`src/rtl/pixel_filter_ctrl_if.sv`:
```
// Pixel stream, sync, control and status bundle for pixel_filter_ctrl.
// The master drives the video/control inputs; the slave is the filter block.
interface pixel_filter_ctrl_if;
  logic [11:0] pix_in;
  logic        pix_valid;
  logic        hsync_in;
  logic        vsync_in;
  logic        frame_start;
  logic        btn_next;
  logic [3:0]  thr_level;
  logic [11:0] pix_out;
  logic        pix_valid_out;
  logic        hsync_out;
  logic        vsync_out;
  logic [1:0]  mode_active;
  logic [1:0]  mode_pending;
  logic        change_pending;

  modport master (
    output pix_in, pix_valid, hsync_in, vsync_in, frame_start, btn_next, thr_level,
    input  pix_out, pix_valid_out, hsync_out, vsync_out, mode_active, mode_pending, change_pending
  );

  modport slave (
    input  pix_in, pix_valid, hsync_in, vsync_in, frame_start, btn_next, thr_level,
    output pix_out, pix_valid_out, hsync_out, vsync_out, mode_active, mode_pending, change_pending
  );
endinterface

```
`src/rtl/pixel_filter_ctrl.sv`:
```
// RGB444 pixel filter (bypass/greyscale/invert/threshold) with frame-synchronous mode switching.
// Define PIXEL_FILTER_INVERT_EN to include the invert mode; otherwise modes cycle 0->1->3.
module pixel_filter_ctrl (
  input  logic                 clk,
  input  logic                 rst,
  pixel_filter_ctrl_if.slave   bus
);

  localparam logic [1:0] MODE_GREY   = 2'd1;
  localparam logic [1:0] MODE_THRESH = 2'd3;
`ifdef PIXEL_FILTER_INVERT_EN
  localparam logic [1:0] MODE_INVERT = 2'd2;
`endif

  typedef enum logic {STABLE, PENDING} state_t;

  function automatic logic [1:0] next_mode(input logic [1:0] m);
`ifdef PIXEL_FILTER_INVERT_EN
    return m + 2'd1;
`else
    case (m)
      2'd0:      return MODE_GREY;
      MODE_GREY: return MODE_THRESH;
      default:   return 2'd0;
    endcase
`endif
  endfunction

  state_t      state, state_nxt;
  logic [1:0]  active_q, active_d;
  logic [1:0]  pending_q, pending_d;
  logic [3:0]  thr_q, thr_d;

  // NOTE: every variable assigned in an always_comb gets a default first, so no path can infer a latch.
  always_comb begin
    state_nxt = state;
    active_d  = active_q;
    pending_d = pending_q;
    thr_d     = thr_q;
    if (bus.frame_start) thr_d = bus.thr_level;
    case (state)
      STABLE: begin
        if (bus.btn_next && bus.frame_start) begin
          active_d  = next_mode(active_q);
          pending_d = next_mode(active_q);
        end else if (bus.btn_next) begin
          pending_d = next_mode(active_q);
          state_nxt = PENDING;
        end
      end
      PENDING: begin
        if (bus.frame_start) begin
          active_d = pending_q;
          // A press coinciding with the commit starts a new pending change from the committed mode.
          if (bus.btn_next) pending_d = next_mode(pending_q);
          else              state_nxt = STABLE;
        end else if (bus.btn_next) begin
          pending_d = next_mode(pending_q);
        end
      end
      default: state_nxt = STABLE;
    endcase
  end

  // NOTE: sequential state uses non-blocking assignments so every flop samples pre-edge values.
  always_ff @(posedge clk or posedge rst) begin
    if (rst) begin
      state     <= STABLE;
      active_q  <= 2'd0;
      pending_q <= 2'd0;
      thr_q     <= 4'd0;
    end else begin
      state     <= state_nxt;
      active_q  <= active_d;
      pending_q <= pending_d;
      thr_q     <= thr_d;
    end
  end

  // Stage 1 captures the mode in force this cycle, so a frame_start-cycle pixel keeps the old mode.
  logic [11:0] s1_pix;
  logic        s1_valid, s1_hs, s1_vs;
  logic [1:0]  s1_mode;
  logic [3:0]  s1_thr;

  always_ff @(posedge clk or posedge rst) begin
    if (rst) begin
      s1_pix   <= 12'h000;
      s1_valid <= 1'b0;
      s1_hs    <= 1'b0;
      s1_vs    <= 1'b0;
      s1_mode  <= 2'd0;
      s1_thr   <= 4'd0;
    end else begin
      s1_pix   <= bus.pix_in;
      s1_valid <= bus.pix_valid;
      s1_hs    <= bus.hsync_in;
      s1_vs    <= bus.vsync_in;
      s1_mode  <= active_q;
      s1_thr   <= thr_q;
    end
  end

  logic [8:0]  grey9;
  logic [3:0]  g4;
  logic [11:0] filt;

  assign grey9 = {1'b0, s1_pix[7:4], 4'b0000} + {3'b000, s1_pix[11:9], 3'b000}
               + {5'b00000, s1_pix[3:0]};
  assign g4    = grey9[8] ? 4'hF : grey9[7:4];

  always_comb begin
    filt = s1_pix;
    case (s1_mode)
      MODE_GREY:   filt = {g4, g4, g4};
`ifdef PIXEL_FILTER_INVERT_EN
      MODE_INVERT: filt = ~s1_pix;
`endif
      MODE_THRESH: filt = (g4 >= s1_thr) ? 12'hFFF : 12'h000;
      default:     filt = s1_pix;
    endcase
  end

  logic [11:0] s2_pix;
  logic        s2_valid, s2_hs, s2_vs;

  always_ff @(posedge clk or posedge rst) begin
    if (rst) begin
      s2_pix   <= 12'h000;
      s2_valid <= 1'b0;
      s2_hs    <= 1'b0;
      s2_vs    <= 1'b0;
    end else begin
      s2_pix   <= s1_valid ? filt : 12'h000;
      s2_valid <= s1_valid;
      s2_hs    <= s1_hs;
      s2_vs    <= s1_vs;
    end
  end

  assign bus.pix_out        = s2_pix;
  assign bus.pix_valid_out  = s2_valid;
  assign bus.hsync_out      = s2_hs;
  assign bus.vsync_out      = s2_vs;
  assign bus.mode_active    = active_q;
  assign bus.mode_pending   = pending_q;
  assign bus.change_pending = (state == PENDING);

endmodule
```
`src/flat_wrapper.sv`:
```
// flat-port wrapper written by rule: the top's interface ports become plain ports
module pixel_filter_ctrl_flat 
  (clk, rst, bus_pix_in, bus_pix_valid, bus_hsync_in, bus_vsync_in, bus_frame_start, bus_btn_next, bus_thr_level, bus_pix_out, bus_pix_valid_out, bus_hsync_out, bus_vsync_out, bus_mode_active, bus_mode_pending, bus_change_pending);
  pixel_filter_ctrl_if bus_i ();
  input  logic clk;
  input  logic rst;
  input wire logic [$bits(bus_i.pix_in)-1:0] bus_pix_in;
  input wire logic [$bits(bus_i.pix_valid)-1:0] bus_pix_valid;
  input wire logic [$bits(bus_i.hsync_in)-1:0] bus_hsync_in;
  input wire logic [$bits(bus_i.vsync_in)-1:0] bus_vsync_in;
  input wire logic [$bits(bus_i.frame_start)-1:0] bus_frame_start;
  input wire logic [$bits(bus_i.btn_next)-1:0] bus_btn_next;
  input wire logic [$bits(bus_i.thr_level)-1:0] bus_thr_level;
  output wire logic [$bits(bus_i.pix_out)-1:0] bus_pix_out;
  output wire logic [$bits(bus_i.pix_valid_out)-1:0] bus_pix_valid_out;
  output wire logic [$bits(bus_i.hsync_out)-1:0] bus_hsync_out;
  output wire logic [$bits(bus_i.vsync_out)-1:0] bus_vsync_out;
  output wire logic [$bits(bus_i.mode_active)-1:0] bus_mode_active;
  output wire logic [$bits(bus_i.mode_pending)-1:0] bus_mode_pending;
  output wire logic [$bits(bus_i.change_pending)-1:0] bus_change_pending;
  assign bus_i.pix_in = bus_pix_in;
  assign bus_i.pix_valid = bus_pix_valid;
  assign bus_i.hsync_in = bus_hsync_in;
  assign bus_i.vsync_in = bus_vsync_in;
  assign bus_i.frame_start = bus_frame_start;
  assign bus_i.btn_next = bus_btn_next;
  assign bus_i.thr_level = bus_thr_level;
  assign bus_pix_out = bus_i.pix_out;
  assign bus_pix_valid_out = bus_i.pix_valid_out;
  assign bus_hsync_out = bus_i.hsync_out;
  assign bus_vsync_out = bus_i.vsync_out;
  assign bus_mode_active = bus_i.mode_active;
  assign bus_mode_pending = bus_i.mode_pending;
  assign bus_change_pending = bus_i.change_pending;
  pixel_filter_ctrl u_core (.clk(clk), .rst(rst), .bus(bus_i));
endmodule
```
`config.mk`:
```
export PLATFORM = sky130hd
export DESIGN_NAME = pixel_filter_ctrl_flat
export DESIGN_NICKNAME = d
export VERILOG_FILES = /design/src/rtl/pixel_filter_ctrl_if.sv /design/src/rtl/pixel_filter_ctrl.sv /design/src/flat_wrapper.sv
export SDC_FILE = /design/constraint.sdc
export NUM_CORES = 1
export LEC_CHECK = 0
export ABC_AREA = 0
export CAP_MARGIN = 20
export CORE_UTILIZATION = 32
export CTS_BUF_LIST = sky130_fd_sc_hd__clkbuf_16
export CTS_CLUSTER_SIZE = 24
export DETAILED_ROUTE_END_ITERATION = 16
export GPL_TIMING_DRIVEN = 0
export PLACE_DENSITY = 0.57
export SLEW_MARGIN = 40
export SYNTH_ARGS = -nofsm -noshare
export SYNTH_HDL_FRONTEND = slang
export SYNTH_SLANG_ARGS = --single-unit
```
`constraint.sdc`:
```
create_clock -name clk -period 5.5 [get_ports clk]
set_input_delay 0.55 -clock clk [delete_from_list [all_inputs] [get_ports clk]]
set_output_delay 0.55 -clock clk [all_outputs]
set_load 0.05 [all_outputs]
```
==> results.yml, run 1 <==
outcome:
  status: "finished clean"
worst_hold_path:
  min_path_type: "reg -> reg"
  hold_start: "u_core.s1_vs"
  min_path_cells: 0
detailed_routing:
  drc_errors: 0
  wire_per_inst_um: 12.0
  drtPass1Iterations: 4
  drtAntennaViolNets: 0
  vias_per_cell: 4.43
  via_count: 1139
  wirelength_mm: 3.09
  drtIter0Drc: 28
logic_synthesis:
  ys_warn_count: 0
  yosysUniqueCellTypes: 33
  synth_area_um2: 1740
  ys_ff_latch: 45
  yosysSeqAreaShare: 0.648
  syn_inst: 139
  synth.avg_cell_area_um2: 12.5
  synthesis.nets: 169
cells_and_area:
  final_cells: 257
  nNetsFinal: 216
  final_cell_area_um2: 2370
  n_antenna_cell: 0
  n_fill_cell: 452
  syn2layout_area_growth_pct: 36.4
  postLayoutCoreUtil: 0.458
  layout-drive-gt1-share: 0.112
floorplanning:
  start_util: 0.336
  row_count: 26
  die_area_um2: 5730
  ios: 43
  core_um2: 5170
  dieWidth_um: 75.7
  die_h_um: 75.7
clock_tree:
  cts-root-buf: "clkbuf_16"
  cts.sinks: 45
  clock_tree.buffer_depth: 2
  cts_max_level: 2
  cts_setup_buffers: 0
  cts_buffers: 5
  cts_resized: 0
  clock_latency_ps: 280
  cts_tree: "built"
  clkSlewWorstSetupHoldPaths_ps: 60
  hold_buffers: 0
global_route:
  antenna_found_initial: 0
  grt_use_total: 0.127
  grt_pass1_vias: 1159
  overflow: 0
  grt_pass1_wl_mm: 5.20
  grt_max_degree: 46
sta:
  fin_crit_ps: 2730
  hold_violations: 0
  relSlewSlack: 0.643
  tightest_slew_ps: 535
  postLayoutSetupSlackWorst_ps: 2770
  rsz0062_at_grt: "false"
  post-route-period-util: 0.496
  finalSetupViolations: 0
  clock_skew_ps: 4.15
  drv_slew: 0
  setup_tns_ps: 0
  fmax_ghz: 0.367
setup_path:
  critPathArrivalTime_ps: 2870
  worstSetupPathType: "reg -> reg"
  critPathRequiredTime_ps: 5650
  path_cells: "nand2_1 > fa_1 > nor4b_1 > a41oi_1 > ha_1 > nand3b_1 > o311ai_2 > buf_4 > nor3_1"
  worstRegToRegCells: 9
  end_kind: "flip-flop"
  critPathLaunchType: "flip-flop"
  worstPathMaxFanout: 10
  critPathSlowestCell: "nor4b_1"
  r2r_start: "u_core.s1_pix[3]"
  crit_start: "u_core.s1_pix[3]"
  slowest_delay_ps: 440
placement:
  dpl.hpwl_mm: 2.30
  placed_cell_area_um2: 2230
  dp_worst_setup_slack_ps: 2730
  gp_congestion: 0.817
  post-place-cells: 249
  port_buffers: 40
power_and_ir_drop:
  power_leakage_nw: 1.04
  ir_worst_vdd_mv: 0.227
  p_per_area_nw_per_um2: 403
job:
  max-cap-violations: 0
flip-flops by register name (all words and copies together), names as in the netlist, 2 cells and up:
signal	count
u_core.s1_thr	4
u_core.bus.mode_pending	2
u_core.bus.pix_out	12
u_core.s1_mode	2
u_core.s1_pix	12
u_core.bus.mode_active	2
u_core.thr_q	4
cell type report:
type                       instances  area, µm²  area share
tap                               70       87.6      0.0369
clock inverter                     3       17.5     0.00739
buffer                             5       23.8      0.0100
multi-input combinational         82        562       0.237
clock buffer                       5        125      0.0528
inverter                           7       28.8      0.0121
timing repair buffer              40        400       0.169
sequential                        45       1130       0.475
power breakdown:
group / switching [mW] / internal [mW]
registers: 0.0258 / 0.374
logic: 0.175 / 0.101
clock network: 0.114 / 0.166
total: 0.315 / 0.642
worst max-delay path: cells and delay by family (launching register included):
kind                       cells  cell delay, ps
AOI/OAI and AO/OA              2             540
adders and majority gates      2             620
buffers and inverters          1             240
DFF                            1             420
and+or+nand+nor                4             770
placed cells by master (no fill, tap or decap), drive strengths merged, types with 5 or more instances in the layout:
| master | count |
|---|---|
| a21oi | 6 |
| clkbuf | 9 |
| clkdlybuf4s50 | 40 |
| dfrtp | 45 |
| ha | 6 |
| inv | 7 |
| mux2 | 5 |
| nand2 | 8 |
| nor2 | 19 |
| nor3 | 10 |
metrics by stage:
| step | power (mW) | hold WS, ps |
|---|---|---|
| CTS | 0.969 | 357 |
| global route | 1.01 | 360 |
| global placement | 0.678 | 339 |
| finish | 0.956 | 354 |
| floorplan | 0.587 | 331 |
| detailed placement | 0.684 | 349 |
per-layer routing:
metal,wire length (µm),global-route usage
met3,172,0.0450
met4,65,0.0782
met5,0,0
met1,1410,0.147
met2,1440,0.201
cells by family (layout without fill, tap and decap cells):
group / count (synthesis) / after routing / share of synthesized area
AOI/OAI and AO/OA: 19 / 19 / 0.0857
xor gates and xnor gates: 1 / 1 / 0.00504
adders and majority gates: 7 / 7 / 0.0547
buffers and inverters: 12 / 60 / 0.0288
DFF: 45 / 45 / 0.648
muxes: 6 / 6 / 0.0382
and+or+nand+nor: 49 / 49 / 0.140
synth_stat cells, drive strengths merged:
| cell | count | area share |
|---|---|---|
| nor2 | 19 | 0.041 |
| o21ai | 3 | 0.0086 |
| mux2 | 5 | 0.032 |
| xor2 | 1 | 0.0050 |
| o41ai | 1 | 0.0094 |
| nand2 | 8 | 0.017 |
| nor2b | 3 | 0.012 |
| a21oi | 6 | 0.017 |
| a211oi | 2 | 0.012 |
| and3b | 1 | 0.0050 |
| a41oi | 1 | 0.0050 |
| nand4 | 1 | 0.0072 |
| a32o | 1 | 0.0058 |
| clkbuf | 4 | 0.0094 |
| buf | 1 | 0.0043 |
| nand4b | 1 | 0.0050 |
| or2 | 1 | 0.0036 |
| fa | 1 | 0.012 |
| dfrtp | 45 | 0.65 |
| nor4b | 1 | 0.0050 |
| nor3 | 10 | 0.029 |
| o21a | 2 | 0.0086 |
| mux2i | 1 | 0.0058 |
| ha | 6 | 0.043 |
| nand3 | 1 | 0.0029 |
| inv | 7 | 0.015 |
| a22o | 2 | 0.010 |
| o311ai | 1 | 0.0094 |
| nand3b | 1 | 0.0043 |
| nand2b | 2 | 0.0072 |
path summary, 6_finish.rpt:
path,to,slack (ps)
min,u_core.bus.vsync_out,350
min reg2reg,u_core.bus.vsync_out,350
max reg2reg,u_core.bus.pix_out[7],2770
max,u_core.bus.pix_out[7],2770
min in group asynchronous,u_core.bus.change_pending,680
max in group asynchronous,u_core.s1_pix[8],4460
(Power assumes the default switching activity.)
==> run 2: changes to the inputs <==
==> constraint.sdc (replaced) <==
create_clock -name clk -period 2.56 [get_ports clk]
set_input_delay 0.256 -clock clk [delete_from_list [all_inputs] [get_ports clk]]
set_output_delay 0.256 -clock clk [all_outputs]
set_load 0.05 [all_outputs]
==> run 2 against run 1 <==
Final cell count up 1.9%. Power up 120%. Sequential share of layout area decreased by 2.3 points. Register-to-register slack worse by 2700 ps. Global-route usage is 0.42 points higher. Combinational power is 130% higher. Flip-flop and latch count unchanged. Die area unchanged. Design area grew 5.0%. Utilization grew 2.3 points. Clock-buffer cell count did not move. Critical endpoint unchanged. Largest cell class unchanged. Highest routed layer unchanged.
==> results.yml, run 2 (synthesized netlist as in run 1, its figures left out) <==
detailed_routing:
  vias_per_cell: 4.48
  via_count: 1174
  drtIter0Drc: 26
  wirelength_mm: 3.28
  wire_per_inst_um: 12.5
  drc_errors: 0
  drtPass1Iterations: 4
  drtAntennaViolNets: 0
cells_and_area:
  syn2layout_area_growth_pct: 43.3
  layout-drive-gt1-share: 0.198
  final_common_cell: "dfrtp_1"
  multi_input_area_um2: 636
  n_antenna_cell: 0
  regArea_um2: 1130
  n_fill_cell: 445
  nNetsFinal: 221
  final_cell_mix: "dfrtp_1 (45), clkdlybuf4s50_1 (40), nor2_1 (19), nand2_1 (7)"
  final_cells: 262
global_route:
  grt_max_degree: 46
  grt_pass1_wl_mm: 5.35
  grt_pass1_vias: 1179
  overflow: 0
  antenna_found_initial: 0
  grt_use_total: 0.131
floorplanning:
  die_h_um: 75.7
  dieWidth_um: 75.7
  die_area_um2: 5730
  row_count: 26
  start_util: 0.336
  core_um2: 5170
  ios: 43
setup_path:
  crit_family: "simple AND/OR/NAND/NOR gates"
  critPathSlowestCell: "fa_2"
  critPathRequiredTime_ps: 2710
  critPathArrivalTime_ps: 2660
  path_cells: "nand2_2 > fa_2 > nor4b_4 > a41oi_2 > ha_2 > nand3b_1 > or2_1 > o311ai_4 > buf_6 > nor3_1"
  path_buf_inv: 1
  critPathLaunchType: "flip-flop"
  slowest_delay_ps: 430
  worstPathMaxFanout: 5
  worstSetupPathType: "reg -> reg"
  end_kind: "flip-flop"
job:
  max-cap-violations: 0
sta:
  post-route-period-util: 0.983
  relSlewSlack: 0.641
  fin_crit_ps: 2520
  whs_ps: 345
  fmax_ghz: 0.397
  rsz0062_at_grt: "true"
  hold_violations: 0
  drv_slew: 0
  clock_skew_ps: 5.66
  tightest_slew_ps: 539
  finalSetupViolations: 0
clock_tree:
  cts_tree: "built"
  hold_buffers: 0
  cts_buffers: 5
  clock_latency_ps: 280
  clock_tree.buffer_depth: 2
  clkSlewWorstSetupHoldPaths_ps: 60
  cts_max_level: 2
  cts-root-buf: "clkbuf_16"
  cts.sinks: 45
power_and_ir_drop:
  p_total_mw: 2.10
  p_switching_mw: 0.697
  p_comb_frac: 0.303
  ir_worst_vdd_mv: 0.506
  power_leakage_nw: 1.08
  p_int_mw: 1.40
  swShare: 0.332
  clockPowerShare: 0.287
  p_per_area_nw_per_um2: 842
  power_frac_seq: 0.410
placement:
  port_buffers: 40
  gp_congestion: 0.817
  dpl.hpwl_mm: 2.30
  post-place-cells: 249
outcome:
  status: "finished clean"
worst_hold_path:
  min_path_type: "in -> reg"
## run 2: power groups by stage
stage / clock [mW] / sequential (mW) / combinational [mW]
5_1_grt: 0.657 / 0.871 / 0.682
3_3_place_gp: 0 / 0.868 / 0.588
2_1_floorplan: 0 / 1.08 / 0.184
4_1_cts: 0.621 / 0.860 / 0.620
3_5_place_dp: 0 / 0.873 / 0.597
6_report: 0.601 / 0.859 / 0.635
## run 2: path summary, 6_finish.rpt
kind / startpoint / to / slack [ps] / cells after the start
max: u_core.s1_pix[3] / u_core.bus.pix_out[7] / 40 / 10
max reg2reg: u_core.s1_pix[3] / u_core.bus.pix_out[7] / 40 / 10
max in group asynchronous: rst / u_core.s1_pix[8] / 1810 / 2
min reg2reg: u_core.s1_vs / u_core.bus.vsync_out / 350 / 0
min in group asynchronous: rst / u_core.bus.change_pending / 380 / 2
min: bus_btn_next / u_core.bus.mode_pending[1] / 340 / 2
## run 2: metal layers
layer	vias up	part of all wire	global-route usage
li1	572	-	-
met1	558	0.45	0.153
met2	36	0.47	0.209
met3	8	0.055	0.0437
met4	0	0.021	0.0802
met5	-	0	0
## run 2: area by class of cell
class | count | share of cell area
flip-flops and latches | 45 | 0.452
multi-input cells | 82 | 0.255
repair buffers | 45 | 0.177
clock buffers | 5 | 0.0503
well taps | 70 | 0.0352
inverters | 7 | 0.0116
plain buffers | 5 | 0.0111
clock inverters | 3 | 0.00704
## run 2: repair_timing
action,in CTS,in global routing
pin swaps,1,10
endpoints found under the setup margin,12,12
gates resized for setup,6,11
cloned,1,0
buffers inserted,3,1
## run 2: worst reg2reg max path, cell delays in order (launching register included)
cell      delay [ps]
dfrtp_1          380
nand2_2           70
fa_2             430
nor4b_4          350
a41oi_2          160
ha_2             180
nand3b_1         200
or2_1            290
o311ai_4         100
buf_6            180
nor3_1            50
## run 2: per-stage QoR
stage,util,TNS [ps],setup WS (ps),area [µm²]
6_report,0.481,0,43.1,2490
5_1_grt,0.481,-920,-108,2490
4_1_cts,0.469,0,43.3,2430
3_5_place_dp,0.431,-2020,-215,2230
3_3_place_gp,0.430,-1250,-143,2230
2_1_floorplan,-,0,105,1740
==> run 3: changes to the inputs <==
--- a/config.mk
+++ b/config.mk
@@ -9,6 +9,7 @@
 export CAP_MARGIN = 20
 export CORE_UTILIZATION = 32
 export CTS_BUF_LIST = sky130_fd_sc_hd__clkbuf_16
+export CTS_CLUSTER_DIAMETER = 80
 export CTS_CLUSTER_SIZE = 24
 export DETAILED_ROUTE_END_ITERATION = 16
 export GPL_TIMING_DRIVEN = 0
==> results of run 3 <==
Same layout as run 2: the final DEF is identical, and so are final timing and power.
